### src/rtl/output_requant_fifo.sv
// -----------------------------------------------------------------------------
// output_requant_fifo
//
// Downstream stage of the convolution datapath. Each finished accumulator
// value is rescaled by an arithmetic right shift with round-half-up,
// saturated to OUT_WIDTH bits, and then buffered in a show-ahead FIFO.
// The FIFO is drained through a valid/ready handshake. Results that arrive
// while the FIFO is full and not being popped are dropped, and a sticky
// overflow flag records the drop.
//
// Optional feature (compile-time macro OUT_RELU_EN):
//   defined   : negative saturated results are forced to zero (fused ReLU)
//   undefined : the signed saturated result is passed through unchanged
//
// Ports:
//   clk            clock, rising edge
//   rst_in         synchronous reset, active-high, highest priority
//   shift          right-shift amount (0..ACC_WIDTH-1), static while running
//   in_valid       one-cycle strobe, accumulator result present
//   in_data        signed accumulator value
//   in_x/in_y/in_ch  coordinate of the result
//   out_valid      FIFO non-empty
//   out_ready      consumer accepts the head entry
//   out_data       signed requantized sample at FIFO head (0 when empty)
//   out_x/out_y/out_ch  head coordinate (0 when empty)
//   fifo_count     FIFO occupancy
//   overflow       sticky, a result was dropped
//   clear_overflow clears overflow (a same-cycle drop wins)
// -----------------------------------------------------------------------------
module output_requant_fifo #(
  parameter int ACC_WIDTH   = 32,
  parameter int OUT_WIDTH   = 16,
  parameter int X_WIDTH     = 10,
  parameter int Y_WIDTH     = 10,
  parameter int CH_WIDTH    = 6,
  parameter int SHIFT_WIDTH = 5,
  parameter int FIFO_DEPTH  = 8
) (
  input  logic                                clk,
  input  logic                                rst_in,
  input  logic [SHIFT_WIDTH-1:0]              shift,
  input  logic                                in_valid,
  input  logic signed [ACC_WIDTH-1:0]         in_data,
  input  logic [X_WIDTH-1:0]                  in_x,
  input  logic [Y_WIDTH-1:0]                  in_y,
  input  logic [CH_WIDTH-1:0]                 in_ch,
  output logic                                out_valid,
  input  logic                                out_ready,
  output logic signed [OUT_WIDTH-1:0]         out_data,
  output logic [X_WIDTH-1:0]                  out_x,
  output logic [Y_WIDTH-1:0]                  out_y,
  output logic [CH_WIDTH-1:0]                 out_ch,
  output logic [$clog2(FIFO_DEPTH):0]         fifo_count,
  output logic                                overflow,
  input  logic                                clear_overflow
);

  localparam int EXT_W = ACC_WIDTH + 1;
  localparam int PTR_W = $clog2(FIFO_DEPTH);
  localparam int CNT_W = PTR_W + 1;

  localparam logic signed [OUT_WIDTH-1:0] OUT_MAX = {1'b0, {(OUT_WIDTH-1){1'b1}}};
  localparam logic signed [OUT_WIDTH-1:0] OUT_MIN = {1'b1, {(OUT_WIDTH-1){1'b0}}};

  // One extra bit of headroom so the rounding bias cannot wrap a value
  // close to the positive accumulator limit.
  function automatic logic signed [EXT_W-1:0] round_shift(
    input logic signed [ACC_WIDTH-1:0] d,
    input logic [SHIFT_WIDTH-1:0]      s
  );
    logic signed [EXT_W-1:0] w_ext;
    logic signed [EXT_W-1:0] w_bias;
    w_ext = {d[ACC_WIDTH-1], d};
    if (s == '0) begin
      return w_ext;
    end
    w_bias = EXT_W'(1) << (s - SHIFT_WIDTH'(1));
    return (w_ext + w_bias) >>> s;
  endfunction

  function automatic logic signed [OUT_WIDTH-1:0] saturate(
    input logic signed [EXT_W-1:0] v
  );
    if (v > EXT_W'(OUT_MAX)) begin
      return OUT_MAX;
    end
    if (v < EXT_W'(OUT_MIN)) begin
      return OUT_MIN;
    end
    return v[OUT_WIDTH-1:0];
  endfunction

  logic signed [OUT_WIDTH-1:0] w_sat;
  logic signed [OUT_WIDTH-1:0] w_res;

  assign w_sat = saturate(round_shift(in_data, shift));

`ifdef OUT_RELU_EN
  assign w_res = w_sat[OUT_WIDTH-1] ? '0 : w_sat;
`else
  assign w_res = w_sat;
`endif

  // ---- stage p1: requantized result register ----
  logic                        r_vld_p1;
  logic signed [OUT_WIDTH-1:0] r_data_p1;
  logic [X_WIDTH-1:0]          r_x_p1;
  logic [Y_WIDTH-1:0]          r_y_p1;
  logic [CH_WIDTH-1:0]         r_ch_p1;

  always_ff @(posedge clk) begin
    if (rst_in) begin
      r_vld_p1 <= 1'b0;
    end else begin
      r_vld_p1 <= in_valid;
    end
  end

  always_ff @(posedge clk) begin
    if (in_valid) begin
      r_data_p1 <= w_res;
      r_x_p1    <= in_x;
      r_y_p1    <= in_y;
      r_ch_p1   <= in_ch;
    end
  end

  // ---- stage p2: show-ahead FIFO ----
  logic signed [OUT_WIDTH-1:0] r_mem_data [FIFO_DEPTH];
  logic [X_WIDTH-1:0]          r_mem_x    [FIFO_DEPTH];
  logic [Y_WIDTH-1:0]          r_mem_y    [FIFO_DEPTH];
  logic [CH_WIDTH-1:0]         r_mem_ch   [FIFO_DEPTH];
  logic [PTR_W-1:0]            r_wr_ptr;
  logic [PTR_W-1:0]            r_rd_ptr;
  logic [CNT_W-1:0]            r_count;
  logic                        r_overflow;

  logic w_full;
  logic w_pop;
  logic w_push;
  logic w_drop;

  assign w_full = (r_count == CNT_W'(FIFO_DEPTH));
  assign w_pop  = out_valid && out_ready;
  // When full, a same-cycle pop frees the head slot, which is exactly the
  // slot the write pointer addresses, so the push may proceed.
  assign w_push = r_vld_p1 && (!w_full || w_pop);
  assign w_drop = r_vld_p1 && w_full && !w_pop;

  always_ff @(posedge clk) begin
    if (w_push) begin
      r_mem_data[r_wr_ptr] <= r_data_p1;
      r_mem_x[r_wr_ptr]    <= r_x_p1;
      r_mem_y[r_wr_ptr]    <= r_y_p1;
      r_mem_ch[r_wr_ptr]   <= r_ch_p1;
    end
  end

  always_ff @(posedge clk) begin
    if (rst_in) begin
      r_wr_ptr   <= '0;
      r_rd_ptr   <= '0;
      r_count    <= '0;
      r_overflow <= 1'b0;
    end else begin
      if (w_push) begin
        r_wr_ptr <= r_wr_ptr + PTR_W'(1);
      end
      if (w_pop) begin
        r_rd_ptr <= r_rd_ptr + PTR_W'(1);
      end
      if (w_push && !w_pop) begin
        r_count <= r_count + CNT_W'(1);
      end else if (w_pop && !w_push) begin
        r_count <= r_count - CNT_W'(1);
      end
      if (w_drop) begin
        r_overflow <= 1'b1;
      end else if (clear_overflow) begin
        r_overflow <= 1'b0;
      end
    end
  end

  // Head fields are gated so the outputs read zero while the FIFO is empty.
  assign out_valid  = (r_count != '0);
  assign out_data   = out_valid ? r_mem_data[r_rd_ptr] : '0;
  assign out_x      = out_valid ? r_mem_x[r_rd_ptr]    : '0;
  assign out_y      = out_valid ? r_mem_y[r_rd_ptr]    : '0;
  assign out_ch     = out_valid ? r_mem_ch[r_rd_ptr]   : '0;
  assign fifo_count = r_count;
  assign overflow   = r_overflow;

endmodule

### config.mk
export PLATFORM = sky130hd
export DESIGN_NAME = output_requant_fifo
export DESIGN_NICKNAME = d
export VERILOG_FILES = /design/src/rtl/output_requant_fifo.sv
export SDC_FILE = /design/constraint.sdc
export NUM_CORES = 1
export LEC_CHECK = 0
export ABC_AREA = 1
export CAP_MARGIN = 15
export CORE_ASPECT_RATIO = 1.75
export CORE_MARGIN = 2
export CORE_UTILIZATION = 40
export DETAILED_ROUTE_END_ITERATION = 10
export SLEW_MARGIN = 0
export SYNTH_ARGS = -nofsm -noshare
export SYNTH_HDL_FRONTEND = slang
export SYNTH_SLANG_ARGS = --single-unit
export TNS_END_PERCENT = 30
### constraint.sdc
create_clock -name clk -period 5.3 [get_ports clk]
set_clock_uncertainty 0.1 [all_clocks]
set_input_delay 1.06 -clock clk [delete_from_list [all_inputs] [get_ports clk]]
set_output_delay 1.06 -clock clk [all_outputs]
set_load 0.01 [all_outputs]
==> flow_metrics.env <==
export IMPL_period_share_pct=95.1
export IMPL_place_inst=3080
export IMPL_hold_buffers=0
export IMPL_die_h_um=301
export IMPL_die_w_um=174
export IMPL_dpl_hpwl_um=44500
export IMPL_worstPathArrival_ps=5260
export IMPL_synth_distinct_cells=48
export IMPL_final_design_area_no_fill_mm2=0.0248
export IMPL_gp_congestion=0.994
export IMPL_yosysWarningCount=0
export IMPL_crit_type="in -> reg"
export IMPL_hold_slack_ps=363
export IMPL_crit_fanout=23
export IMPL_drive_above_1_share_pct=16.9
export IMPL_final_nets=2569
export IMPL_hp_class="reg -> reg"
export IMPL_cts_inserted_buffers=30
export IMPL_syn_num_nets=2324
export IMPL_path_clk_slew_ps=70
export IMPL_maxCapViolCount=0
export IMPL_reg2reg_depth=15
export IMPL_drtIter0Drc=1002
export IMPL_die_area_mm2=0.0522
export IMPL_clockBufferDepth=3
export IMPL_synth_area_leaders="edfxtp_1 56%, nand2_1 8.7%, nor2_1 6.7%"
export IMPL_async_flop_share_pct=0
export IMPL_status="finished clean"
export IMPL_fmax_mhz=198
export IMPL_cp_endpoint="r_data_p1[4]$_SDFFCE_PN1P_"
export IMPL_area_delta_synth_final_pct=23.4
export IMPL_setup_viol=0
export IMPL_h_tree_depth=1
export IMPL_hold_viol=0
export IMPL_avgSynthCellArea_um2=9.08
export IMPL_postPlaceCellArea_mm2=0.0233
export IMPL_cp_end_kind="flop"
export IMPL_power_leakage_uw=0.00988
export IMPL_diodes=0
export IMPL_reg2reg_to="fifo_count[3]$_SDFFE_PP0P_"
export IMPL_drtAntennaViolNets=0
export IMPL_grt_overflow_total=0
export IMPL_yosys_top_cells_count="467 x nand2_1, 378 x edfxtp_1, 359 x nor2_1"
export IMPL_dr_pass1_iters=5
export IMPL_routedWlPerCell_um=20.1
export IMPL_ys_seq_area_share_pct=57.9
export IMPL_drcViolationCount=0
export IMPL_cts_root_buf="clkbuf_16"
export IMPL_slowest_stage="clkdlybuf4s50_1"
export IMPL_netlist_area_mm2=0.0201
export IMPL_fin_setup_tns_ps=0
export IMPL_vias=16798
export IMPL_drt_wl_total_um=63000
export IMPL_grt_start_max_net_pins=92
export IMPL_place_port_buffers=115
export IMPL_cts_sinks=393
export IMPL_synth_ff_type="edfxtp_1"
export IMPL_fill_cells=4687
export IMPL_rrSetupSlack_ps=1390
export IMPL_r2r_start="fifo_count[0]$_SDFFE_PP0P_"
export IMPL_critPathLaunchType="input port"
export IMPL_grt_pass1_wl_um=94400
export IMPL_via_per_inst=5.35
export IMPL_crit_path_max_incr_delay_ps=460
export IMPL_final_max_slew_viol_count=0
export IMPL_crit_start="shift[3]"
export IMPL_first_global_vias=16814
export IMPL_yosysMostFrequentCell="nand2_1"
export IMPL_cts_tree="done"
export IMPL_fin_crit_ps=5040
export IMPL_powerDensity_mw_per_mm2=343
export IMPL_path_common_cell="nand2_1"
export IMPL_io_pins=116
export IMPL_synth_edf_count=378
export IMPL_crit_required_ps=5520
export IMPL_rows=108
export IMPL_yosysTopAreaCellShare_pct=56.4
export IMPL_worst_pin_slew_ps=949
export IMPL_yosys_area_top_type="edfxtp_1"
export IMPL_start_util_pct=40.5
export IMPL_track_usage_pct=23.6
export IMPL_slew_headroom_pct=36.7
export IMPL_coreArea_mm2=0.0497
export IMPL_clock_latency_ps=570
export IMPL_max_vdd_ir_drop_v=0.000250
export IMPL_syn_inst=2217
export IMPL_ys_seq_elements=393
export IMPL_antenna_found_initial=0
export IMPL_final_core_util_pct=50.0
export IMPL_fin_cells=3142
-- stage by stage --
stage,worst slack (ps),total power [uW]
finish,258,8530
floorplan,214,5110
global route,-14.6,8950
global placement,-945,6290
CTS,11.8,8550
detailed placement,-1000,6330
-- worst max-delay path: cells and delay by family --
family                     cells  cell delay [ps]
buffers and inverters          9             1620
and+or+nand+nor               20             2240
adders and majority gates      1              300
-- where the power goes --
group	switching, uW	internal, uW
registers	128	3560
clock network	1010	1210
logic	1560	1060
-- how the worst min path moves through the flow --
stage                                startpoint                    end  slack (ps)  depth (start not counted)
after global placement    overflow$_SDFFE_PP0P_  overflow$_SDFFE_PP0P_         350                          2
after detailed placement  overflow$_SDFFE_PP0P_  overflow$_SDFFE_PP0P_         360                          2
after CTS                 overflow$_SDFFE_PP0P_  overflow$_SDFFE_PP0P_         370                          2
after floorplan             r_vld_p1$_SDFF_PP0_  overflow$_SDFFE_PP0P_         350                          2
after global routing      overflow$_SDFFE_PP0P_  overflow$_SDFFE_PP0P_         390                          2
final                     overflow$_SDFFE_PP0P_  overflow$_SDFFE_PP0P_         360                          2
-- layer usage --
metal / wire (um) / GRT usage (%) / up-vias
met3: 2120 / 1.62 / 189
met1: 21900 / 23.7 / 8063
met2: 33800 / 45.4 / 492
met5: 0 / 0 / -
li1: - / - / 8054
met4: 5260 / 17.5 / 0
-- final cells by class --
class	instances	area [um^2]	share of cell area, %
flip-flops and latches	393	11700	46.9
multi-input cells	1526	7850	31.6
repair buffers	324	2850	11.5
well taps	660	826	3.32
clock buffers	38	802	3.23
inverters	186	707	2.85
clock inverters	14	144	0.579
repair inverters	1	7.51	0.0302
-- registers in the layout, summed over array words and instances, names as in the netlist, named ones only --
signal	flops
fifo_count	4
r_mem_ch	48
overflow	1
r_x_p1	10
r_y_p1	10
r_rd_ptr	3
r_wr_ptr	3
r_vld_p1	1
r_ch_p1	6
r_data_p1	16
r_mem_data	128
r_mem_y	80
r_mem_x	80
-- cells in the final DEF (no fill, tap or decap), drive strengths merged, types with 3 or more instances in the layout --
cell,n
xor2,11
a21oi,44
o22ai,43
clkbuf,39
o211ai,11
dfxtp,15
edfxtp,378
nor3,6
ha,37
bufinv,3
xnor2,6
nand2,480
buf,210
clkdlybuf4s50,111
inv,182
a211oi,3
a31oi,45
nand4,6
nand3,185
clkinv,14
o221ai,3
nor2,370
nand3b,5
o21ai,251
-- repair_timing --
action	in CTS	in global routing
buffers inserted	2	6
endpoints found under the setup margin	15	15
gates resized for setup	52	83
cloned	0	2
pin swaps	8	17
-- cell families (layout without fill, tap and decap cells) --
logic type | count (synthesis) | in the layout | share of synthesized area, %
multiplexers | 2 | 2 | 0.0995
AO/OA/AOI/OAI | 409 | 409 | 11.2
buffers and inverters | 298 | 563 | 5.78
AND/OR/NAND/NOR | 1059 | 1059 | 21.8
adder cells (fa/ha/maj) | 39 | 39 | 2.50
flip-flops | 393 | 393 | 57.9
XOR/XNOR | 17 | 17 | 0.740
(Power assumes the default switching activity.)
